**src/rtl/alu_arbiter_if.sv**
```systemverilog
// Signal bundle around the shared-ALU arbiter: two requesters, the response path and the ALU bus.
// slave is the arbiter's view; master is the environment (requesters plus the ALU itself).
interface alu_arbiter_if;
    logic        req0_valid;
    logic        req0_ready;
    logic [6:0]  req0_fun7;
    logic [2:0]  req0_fun3;
    logic [31:0] req0_rs1;
    logic [31:0] req0_rs2;

    logic        req1_valid;
    logic        req1_ready;
    logic [6:0]  req1_fun7;
    logic [2:0]  req1_fun3;
    logic [31:0] req1_rs1;
    logic [31:0] req1_rs2;

    logic        rsp0_valid;
    logic        rsp1_valid;
    logic [31:0] rsp_res;
    logic        rsp_zero;
    logic        rsp_neg;
    logic        rsp_err;
    logic        busy;

    logic        alu_start;
    logic [6:0]  alu_fun7;
    logic [2:0]  alu_fun3;
    logic [31:0] alu_rs1;
    logic [31:0] alu_rs2;
    logic [31:0] alu_res;
    logic        alu_zero;
    logic        alu_neg;
    logic        alu_done;

    modport slave (
        input  req0_valid, req0_fun7, req0_fun3, req0_rs1, req0_rs2,
        output req0_ready,
        input  req1_valid, req1_fun7, req1_fun3, req1_rs1, req1_rs2,
        output req1_ready,
        output rsp0_valid, rsp1_valid, rsp_res, rsp_zero, rsp_neg, rsp_err, busy,
        output alu_start, alu_fun7, alu_fun3, alu_rs1, alu_rs2,
        input  alu_res, alu_zero, alu_neg, alu_done
    );

    modport master (
        output req0_valid, req0_fun7, req0_fun3, req0_rs1, req0_rs2,
        input  req0_ready,
        output req1_valid, req1_fun7, req1_fun3, req1_rs1, req1_rs2,
        input  req1_ready,
        input  rsp0_valid, rsp1_valid, rsp_res, rsp_zero, rsp_neg, rsp_err, busy,
        input  alu_start, alu_fun7, alu_fun3, alu_rs1, alu_rs2,
        output alu_res, alu_zero, alu_neg, alu_done
    );
endinterface

```
**src/rtl/alu_arbiter.sv**
```systemverilog
// Round-robin arbiter sharing one ALU between the execute stage (port 0) and the branch unit (port 1),
// with a start/done handshake, one-cycle response strobe and a watchdog on both handshake phases.
module alu_arbiter #(
    parameter int TIMEOUT = 16,
    parameter int CNT_W   = 8
) (
    input  logic         clk,
    input  logic         reset,
    alu_arbiter_if.slave bus
);
    typedef enum logic [1:0] {
        ST_IDLE    = 2'd0,
        ST_START   = 2'd1,
        ST_RELEASE = 2'd2
    } state_t;

    localparam logic [CNT_W-1:0] CNT_LAST = CNT_W'(TIMEOUT - 1);
    localparam logic [CNT_W-1:0] CNT_ONE  = CNT_W'(1);
    localparam logic [CNT_W-1:0] CNT_ZERO = CNT_W'(0);

    state_t           r_state;
    state_t           w_state_nxt;
    logic [CNT_W-1:0] r_cnt;
    logic             r_last_grant;
    logic             r_cur_port;
    logic             r_alu_start;
    logic [6:0]       r_alu_fun7;
    logic [2:0]       r_alu_fun3;
    logic [31:0]      r_alu_rs1;
    logic [31:0]      r_alu_rs2;
    logic             r_rsp0_valid;
    logic             r_rsp1_valid;
    logic [31:0]      r_rsp_res;
    logic             r_rsp_zero;
    logic             r_rsp_neg;
    logic             r_rsp_err;
    logic             r_busy;

    logic             w_rdy0;
    logic             w_rdy1;
    logic             w_accept;
    logic             w_grant;
    logic             w_cnt_last;
    logic [6:0]       w_fun7;
    logic [2:0]       w_fun3;
    logic [31:0]      w_rs1;
    logic [31:0]      w_rs2;

    assign w_accept   = w_rdy0 | w_rdy1;
    assign w_grant    = w_rdy1;
    assign w_cnt_last = (r_cnt == CNT_LAST);

    // Ready decode: only in IDLE; on contention the port that did not win last time goes first.
    always_comb begin
        w_rdy0 = 1'b0;
        w_rdy1 = 1'b0;
        if (r_state == ST_IDLE) begin
            if (bus.req0_valid && bus.req1_valid) begin
                w_rdy0 = r_last_grant;
                w_rdy1 = ~r_last_grant;
            end else begin
                w_rdy0 = bus.req0_valid;
                w_rdy1 = bus.req1_valid;
            end
        end else begin
            w_rdy0 = 1'b0;
            w_rdy1 = 1'b0;
        end
    end

    // Operand select for the granted port.
    always_comb begin
        if (w_grant) begin
            w_fun7 = bus.req1_fun7;
            w_fun3 = bus.req1_fun3;
            w_rs1  = bus.req1_rs1;
            w_rs2  = bus.req1_rs2;
        end else begin
            w_fun7 = bus.req0_fun7;
            w_fun3 = bus.req0_fun3;
            w_rs1  = bus.req0_rs1;
            w_rs2  = bus.req0_rs2;
        end
    end

    // State register.
    always_ff @(posedge clk) begin
        if (reset) begin
            r_state <= ST_IDLE;
        end else begin
            r_state <= w_state_nxt;
        end
    end

    // Next-state logic; done has priority over the watchdog in START.
    always_comb begin
        w_state_nxt = r_state;
        case (r_state)
            ST_IDLE: begin
                if (w_accept) begin
                    w_state_nxt = ST_START;
                end else begin
                    w_state_nxt = ST_IDLE;
                end
            end
            ST_START: begin
                if (bus.alu_done || w_cnt_last) begin
                    w_state_nxt = ST_RELEASE;
                end else begin
                    w_state_nxt = ST_START;
                end
            end
            ST_RELEASE: begin
                if (!bus.alu_done || w_cnt_last) begin
                    w_state_nxt = ST_IDLE;
                end else begin
                    w_state_nxt = ST_RELEASE;
                end
            end
            default: w_state_nxt = ST_IDLE;
        endcase
    end

    // Registered datapath: operand capture, watchdog counter, response capture and strobes.
    always_ff @(posedge clk) begin
        if (reset) begin
            r_cnt        <= CNT_ZERO;
            r_last_grant <= 1'b1;
            r_cur_port   <= 1'b0;
            r_alu_start  <= 1'b0;
            r_alu_fun7   <= 7'd0;
            r_alu_fun3   <= 3'd0;
            r_alu_rs1    <= 32'd0;
            r_alu_rs2    <= 32'd0;
            r_rsp0_valid <= 1'b0;
            r_rsp1_valid <= 1'b0;
            r_rsp_res    <= 32'd0;
            r_rsp_zero   <= 1'b0;
            r_rsp_neg    <= 1'b0;
            r_rsp_err    <= 1'b0;
            r_busy       <= 1'b0;
        end else begin
            r_rsp0_valid <= 1'b0;
            r_rsp1_valid <= 1'b0;
            r_busy       <= (w_state_nxt != ST_IDLE);
            case (r_state)
                ST_IDLE: begin
                    if (w_accept) begin
                        r_alu_fun7   <= w_fun7;
                        r_alu_fun3   <= w_fun3;
                        r_alu_rs1    <= w_rs1;
                        r_alu_rs2    <= w_rs2;
                        r_cur_port   <= w_grant;
                        r_last_grant <= w_grant;
                        r_cnt        <= CNT_ZERO;
                        r_alu_start  <= 1'b1;
                    end else begin
                        r_alu_start  <= 1'b0;
                    end
                end
                ST_START: begin
                    if (bus.alu_done) begin
                        r_rsp_res    <= bus.alu_res;
                        r_rsp_zero   <= bus.alu_zero;
                        r_rsp_neg    <= bus.alu_neg;
                        r_rsp_err    <= 1'b0;
                        r_alu_start  <= 1'b0;
                        r_cnt        <= CNT_ZERO;
                        r_rsp0_valid <= ~r_cur_port;
                        r_rsp1_valid <= r_cur_port;
                    end else if (w_cnt_last) begin
                        r_rsp_res    <= 32'd0;
                        r_rsp_zero   <= 1'b0;
                        r_rsp_neg    <= 1'b0;
                        r_rsp_err    <= 1'b1;
                        r_alu_start  <= 1'b0;
                        r_cnt        <= CNT_ZERO;
                        r_rsp0_valid <= ~r_cur_port;
                        r_rsp1_valid <= r_cur_port;
                    end else begin
                        r_cnt        <= r_cnt + CNT_ONE;
                    end
                end
                ST_RELEASE: begin
                    // The response is always strobed on RELEASE entry, so a timeout here only ends the wait.
                    if (bus.alu_done && !w_cnt_last) begin
                        r_cnt <= r_cnt + CNT_ONE;
                    end else begin
                        r_cnt <= CNT_ZERO;
                    end
                end
                default: begin
                    r_alu_start <= 1'b0;
                    r_cnt       <= CNT_ZERO;
                end
            endcase
        end
    end

    assign bus.req0_ready = w_rdy0;
    assign bus.req1_ready = w_rdy1;
    assign bus.rsp0_valid = r_rsp0_valid;
    assign bus.rsp1_valid = r_rsp1_valid;
    assign bus.rsp_res    = r_rsp_res;
    assign bus.rsp_zero   = r_rsp_zero;
    assign bus.rsp_neg    = r_rsp_neg;
    assign bus.rsp_err    = r_rsp_err;
    assign bus.busy       = r_busy;
    assign bus.alu_start  = r_alu_start;
    assign bus.alu_fun7   = r_alu_fun7;
    assign bus.alu_fun3   = r_alu_fun3;
    assign bus.alu_rs1    = r_alu_rs1;
    assign bus.alu_rs2    = r_alu_rs2;
endmodule
```
**src/flat_wrapper.sv**
```systemverilog
// flat-port wrapper written by rule: the top's interface ports become plain ports
module alu_arbiter_flat 
#(
    parameter int TIMEOUT = 16,
    parameter int CNT_W   = 8
)
  (clk, reset, bus_req0_valid, bus_req0_fun7, bus_req0_fun3, bus_req0_rs1, bus_req0_rs2, bus_req0_ready, bus_req1_valid, bus_req1_fun7, bus_req1_fun3, bus_req1_rs1, bus_req1_rs2, bus_req1_ready, bus_rsp0_valid, bus_rsp1_valid, bus_rsp_res, bus_rsp_zero, bus_rsp_neg, bus_rsp_err, bus_busy, bus_alu_start, bus_alu_fun7, bus_alu_fun3, bus_alu_rs1, bus_alu_rs2, bus_alu_res, bus_alu_zero, bus_alu_neg, bus_alu_done);
  alu_arbiter_if bus_i ();
  input  logic clk;
  input  logic reset;
  input wire logic [$bits(bus_i.req0_valid)-1:0] bus_req0_valid;
  input wire logic [$bits(bus_i.req0_fun7)-1:0] bus_req0_fun7;
  input wire logic [$bits(bus_i.req0_fun3)-1:0] bus_req0_fun3;
  input wire logic [$bits(bus_i.req0_rs1)-1:0] bus_req0_rs1;
  input wire logic [$bits(bus_i.req0_rs2)-1:0] bus_req0_rs2;
  output wire logic [$bits(bus_i.req0_ready)-1:0] bus_req0_ready;
  input wire logic [$bits(bus_i.req1_valid)-1:0] bus_req1_valid;
  input wire logic [$bits(bus_i.req1_fun7)-1:0] bus_req1_fun7;
  input wire logic [$bits(bus_i.req1_fun3)-1:0] bus_req1_fun3;
  input wire logic [$bits(bus_i.req1_rs1)-1:0] bus_req1_rs1;
  input wire logic [$bits(bus_i.req1_rs2)-1:0] bus_req1_rs2;
  output wire logic [$bits(bus_i.req1_ready)-1:0] bus_req1_ready;
  output wire logic [$bits(bus_i.rsp0_valid)-1:0] bus_rsp0_valid;
  output wire logic [$bits(bus_i.rsp1_valid)-1:0] bus_rsp1_valid;
  output wire logic [$bits(bus_i.rsp_res)-1:0] bus_rsp_res;
  output wire logic [$bits(bus_i.rsp_zero)-1:0] bus_rsp_zero;
  output wire logic [$bits(bus_i.rsp_neg)-1:0] bus_rsp_neg;
  output wire logic [$bits(bus_i.rsp_err)-1:0] bus_rsp_err;
  output wire logic [$bits(bus_i.busy)-1:0] bus_busy;
  output wire logic [$bits(bus_i.alu_start)-1:0] bus_alu_start;
  output wire logic [$bits(bus_i.alu_fun7)-1:0] bus_alu_fun7;
  output wire logic [$bits(bus_i.alu_fun3)-1:0] bus_alu_fun3;
  output wire logic [$bits(bus_i.alu_rs1)-1:0] bus_alu_rs1;
  output wire logic [$bits(bus_i.alu_rs2)-1:0] bus_alu_rs2;
  input wire logic [$bits(bus_i.alu_res)-1:0] bus_alu_res;
  input wire logic [$bits(bus_i.alu_zero)-1:0] bus_alu_zero;
  input wire logic [$bits(bus_i.alu_neg)-1:0] bus_alu_neg;
  input wire logic [$bits(bus_i.alu_done)-1:0] bus_alu_done;
  assign bus_i.req0_valid = bus_req0_valid;
  assign bus_i.req0_fun7 = bus_req0_fun7;
  assign bus_i.req0_fun3 = bus_req0_fun3;
  assign bus_i.req0_rs1 = bus_req0_rs1;
  assign bus_i.req0_rs2 = bus_req0_rs2;
  assign bus_req0_ready = bus_i.req0_ready;
  assign bus_i.req1_valid = bus_req1_valid;
  assign bus_i.req1_fun7 = bus_req1_fun7;
  assign bus_i.req1_fun3 = bus_req1_fun3;
  assign bus_i.req1_rs1 = bus_req1_rs1;
  assign bus_i.req1_rs2 = bus_req1_rs2;
  assign bus_req1_ready = bus_i.req1_ready;
  assign bus_rsp0_valid = bus_i.rsp0_valid;
  assign bus_rsp1_valid = bus_i.rsp1_valid;
  assign bus_rsp_res = bus_i.rsp_res;
  assign bus_rsp_zero = bus_i.rsp_zero;
  assign bus_rsp_neg = bus_i.rsp_neg;
  assign bus_rsp_err = bus_i.rsp_err;
  assign bus_busy = bus_i.busy;
  assign bus_alu_start = bus_i.alu_start;
  assign bus_alu_fun7 = bus_i.alu_fun7;
  assign bus_alu_fun3 = bus_i.alu_fun3;
  assign bus_alu_rs1 = bus_i.alu_rs1;
  assign bus_alu_rs2 = bus_i.alu_rs2;
  assign bus_i.alu_res = bus_alu_res;
  assign bus_i.alu_zero = bus_alu_zero;
  assign bus_i.alu_neg = bus_alu_neg;
  assign bus_i.alu_done = bus_alu_done;
  alu_arbiter #(.TIMEOUT(TIMEOUT), .CNT_W(CNT_W)) u_core (.clk(clk), .reset(reset), .bus(bus_i));
endmodule
```
**config.mk**
```make
export PLATFORM = sky130hd
export DESIGN_NAME = alu_arbiter_flat
export DESIGN_NICKNAME = d
export VERILOG_FILES = /design/src/rtl/alu_arbiter_if.sv /design/src/rtl/alu_arbiter.sv /design/src/flat_wrapper.sv
export SDC_FILE = /design/constraint.sdc
export NUM_CORES = 1
export LEC_CHECK = 0
export CAP_MARGIN = 20
export CORE_AREA = 3 3 115 117
export CTS_CLUSTER_DIAMETER = 120
export DETAILED_ROUTE_END_ITERATION = 10
export DIE_AREA = 0 0 118 120
export PLACE_DENSITY = 0.86
export SETUP_SLACK_MARGIN = 0.15
export SLEW_MARGIN = 20
export SYNTH_ARGS = -nofsm -noshare
export SYNTH_HDL_FRONTEND = slang
export SYNTH_SLANG_ARGS = --single-unit
```
**constraint.sdc**
```tcl
create_clock -name clk -period 4.3 [get_ports clk]
set_input_delay 0.86 -clock clk [delete_from_list [all_inputs] [get_ports clk]]
set_output_delay 0.86 -clock clk [all_outputs]
set_load 0.01 [all_outputs]
```
==> flow_metrics.env <==
export IMPL_syn_area_um2=4520
export IMPL_cp_top_family="buffers and inverters"
export IMPL_postCtsResizedCells=0
export IMPL_stdcell_area_um2=8330
export IMPL_placed_cell_area_um2=7650
export IMPL_power_switching_mw=0.863
export IMPL_rows=41
export IMPL_nets=903
export IMPL_drtIter0Drc=749
export IMPL_area_growth_pct=84.2
export IMPL_swShare_pct=23.7
export IMPL_setup_viol=0
export IMPL_synth_area_top_cells="dfxtp_1, a222oi_1, nor2_1, a22o_1, clkbuf_1"
export IMPL_die_w_um=118
export IMPL_rsz0062_at_grt="false"
export IMPL_syn_nets=618
export IMPL_drt_pass1_iterations=9
export IMPL_dr_total_vias=4953
export IMPL_synth_edff_count=0
export IMPL_synth_ff_type="dfxtp_1"
export IMPL_seq_area_frac_synth_pct=55.3
export IMPL_cts_htree_levels=4
export IMPL_max_cap_violations=0
export IMPL_synth_largest_area_cell="dfxtp_1"
export IMPL_critPathLaunchType="input port"
export IMPL_initial_utilization_pct=36.3
export IMPL_slew_viol_final=0
export IMPL_netlist_area_leader_share_pct=55.3
export IMPL_cts_buffer_depth=2
export IMPL_diodes=0
export IMPL_sequentialPowerShare_pct=35.7
export IMPL_syn_inst=426
export IMPL_layout_area_seq_um2=2500
export IMPL_grt_usage_pct=23.4
export IMPL_pwr_share_clk_pct=45.2
export IMPL_crit_type="in -> out"
export IMPL_numPortBuffers=301
export IMPL_finClkSkew_ns=0.00554
export IMPL_async_flop_share_pct=0
export IMPL_grt_pass1_vias=5051
export IMPL_intPower_mw=2.78
export IMPL_cpMostUsedCell="clkdlybuf4s50_1"
export IMPL_cp_required_ns=3.44
export IMPL_outcome="finished clean"
export IMPL_crit_chain="clkdlybuf4s50_1 -> nand2_1 -> a21oi_4 -> clkdlybuf4s50_1"
export IMPL_cts_tree="done"
export IMPL_clock_latency_ns=0.41
export IMPL_die_h_um=120
export IMPL_worst_pin_slew_ns=0.976
export IMPL_end_kind="output pin"
export IMPL_power_density_nw_per_um2=438
export IMPL_drc=0
export IMPL_hold_path_class="reg -> reg"
export IMPL_overflow=0
export IMPL_yosysWarnings=0
export IMPL_ant_nets=0
export IMPL_arrival_ns=2.34
export IMPL_postCtsHoldBufs=0
export IMPL_drive_above_1_share_pct=6.77
export IMPL_synthTopCellsByCount="dfxtp_1, nor2_1, a222oi_1"
export IMPL_gp_congestion=0.863
export IMPL_finalCritPeriodShare_pct=74.5
export IMPL_hold_viol_final=0
export IMPL_cts_sinks=125
export IMPL_fmax_ghz=0.312
export IMPL_cp_slowest_stage_delay_ns=0.62
export IMPL_path_buf_inv=2
export IMPL_pwr_share_comb_pct=19.1
export IMPL_grt_antenna_before_repair=0
export IMPL_ios=302
export IMPL_setup_ws_ns=1.10
export IMPL_cp_slowest_cell="clkdlybuf4s50_1"
export IMPL_numCtsBuffers=17
export IMPL_synth_cell_types=37
export IMPL_fillerInstances=905
export IMPL_core_um2=12500
export IMPL_dieArea_um2=14200
export IMPL_vias_per_cell=5.53
export IMPL_path_clk_slew_ns=0.05
export IMPL_dp_hpwl_mm=12.0
export IMPL_avgSynthCellArea_um2=10.6
export IMPL_cp_max_fo=4
export IMPL_grt_pass1_wl_mm=26.4
export IMPL_grt_max_degree=76
export IMPL_layout_min_cycle_time_ns=3.20
export IMPL_wire_per_inst_um=19.0
export IMPL_setup_tns_ns=0
export IMPL_clockRootBuffer="clkbuf_16"
export IMPL_post_cts_setup_buffers=0
export IMPL_synth_most_common_cell="dfxtp_1"
export IMPL_totalWireLength_mm=17.0
export IMPL_synth_seq_cells=125
export IMPL_place_ws_ns=1.10
export IMPL_p_leak_nw=3.09
export IMPL_relSlewSlack_pct=35.0
export IMPL_multi_input_area_um2=1850
export IMPL_peakVddDrop_mv=0.239
flip-flops by register name, indices dropped and copies added (netlist names), 2 cells and up:
register             count
u_core.r_cnt             8
u_core.bus.alu_rs1      32
u_core.bus.alu_fun3      3
u_core.bus.rsp_res      32
u_core.r_state           2
u_core.bus.alu_rs2      32
u_core.bus.alu_fun7      7
worst paths after layout:
kind	start	endpoint	slack (ns)	cells after the start
worst max register to register	u_core.r_state[0]$_SDFF_PP0_	u_core.bus.alu_rs2[7]$_SDFFE_PP0P_	2.11	7
worst min register to register	u_core.r_cur_port$_SDFFE_PP0P_	u_core.bus.rsp0_valid$_SDFF_PP0_	0.45	1
worst max-delay path	bus_req0_valid	bus_req0_ready	1.10	4
worst min-delay path	u_core.r_cur_port$_SDFFE_PP0P_	u_core.bus.rsp0_valid$_SDFF_PP0_	0.45	1
stage by stage:
| step | hold slack [ns] | util (%) | instances | power, mW |
|---|---|---|---|---|
| after floorplan | 0.416 | - | 426 | 1.60 |
| after global placement | 0.431 | 61.4 | 864 | 1.99 |
| after detailed placement | 0.440 | 61.4 | 864 | 2.01 |
| after CTS | 0.447 | 66.8 | 896 | 3.67 |
| after global routing | 0.476 | 66.8 | 896 | 3.78 |
| final | 0.446 | 66.8 | 896 | 3.65 |
power by group through the flow:
stage / logic, mW / registers (mW) / clock network [mW]
floorplan: 0.240 / 1.36 / 0
global placement: 0.676 / 1.32 / 0
detailed placement: 0.692 / 1.32 / 0
CTS: 0.697 / 1.30 / 1.67
global route: 0.742 / 1.31 / 1.72
finish: 0.695 / 1.30 / 1.65
layer usage:
layer	GRT usage (%)	up-vias	wire length, µm
met4	11.1	0	506
met1	26.6	2329	6370
met3	9.00	40	1780
met5	0	-	0
met2	38.7	334	8330
li1	-	2250	-
final cells by class:
cell class                 count  share of cell area, %
sequential                   125                   30.0
tap                          172                   2.58
inverter                       5                  0.225
clock buffer                  21                   5.65
multi-input combinational    254                   22.2
timing repair buffer         308                   36.7
clock inverter                11                   2.54
cell families after synthesis:
| kind of cell | share of synthesized area [%] |
|---|---|
| flops | 55.3 |
| compound gates | 25.9 |
| mux | 0.470 |
| xor+xnor | 0.968 |
| fa+ha+maj | 1.38 |
| simple gates | 11.4 |
| buf+inv | 4.59 |
layout by cell type, fill, tap and decap left out, types with 2 or more instances in the layout:
cell	instances
and2_1	2
a222oi_1	74
a21oi_2	2
nor4b_1	2
nor3b_1	2
xnor2_1	5
nor2b_1	3
clkbuf_8	3
nor2_1	83
nand2_1	7
a21oi_1	3
clkdlybuf4s50_1	300
o21ai_4	2
nand3_1	2
a21oi_4	3
nor3_1	9
inv_1	5
a22o_1	34
dfxtp_1	125
a211oi_1	2
clkbuf_16	17
buf_4	7
bufinv_16	6
ha_1	5
clkinv_2	3
No activity file was read; power rests on OpenSTA's default activity.
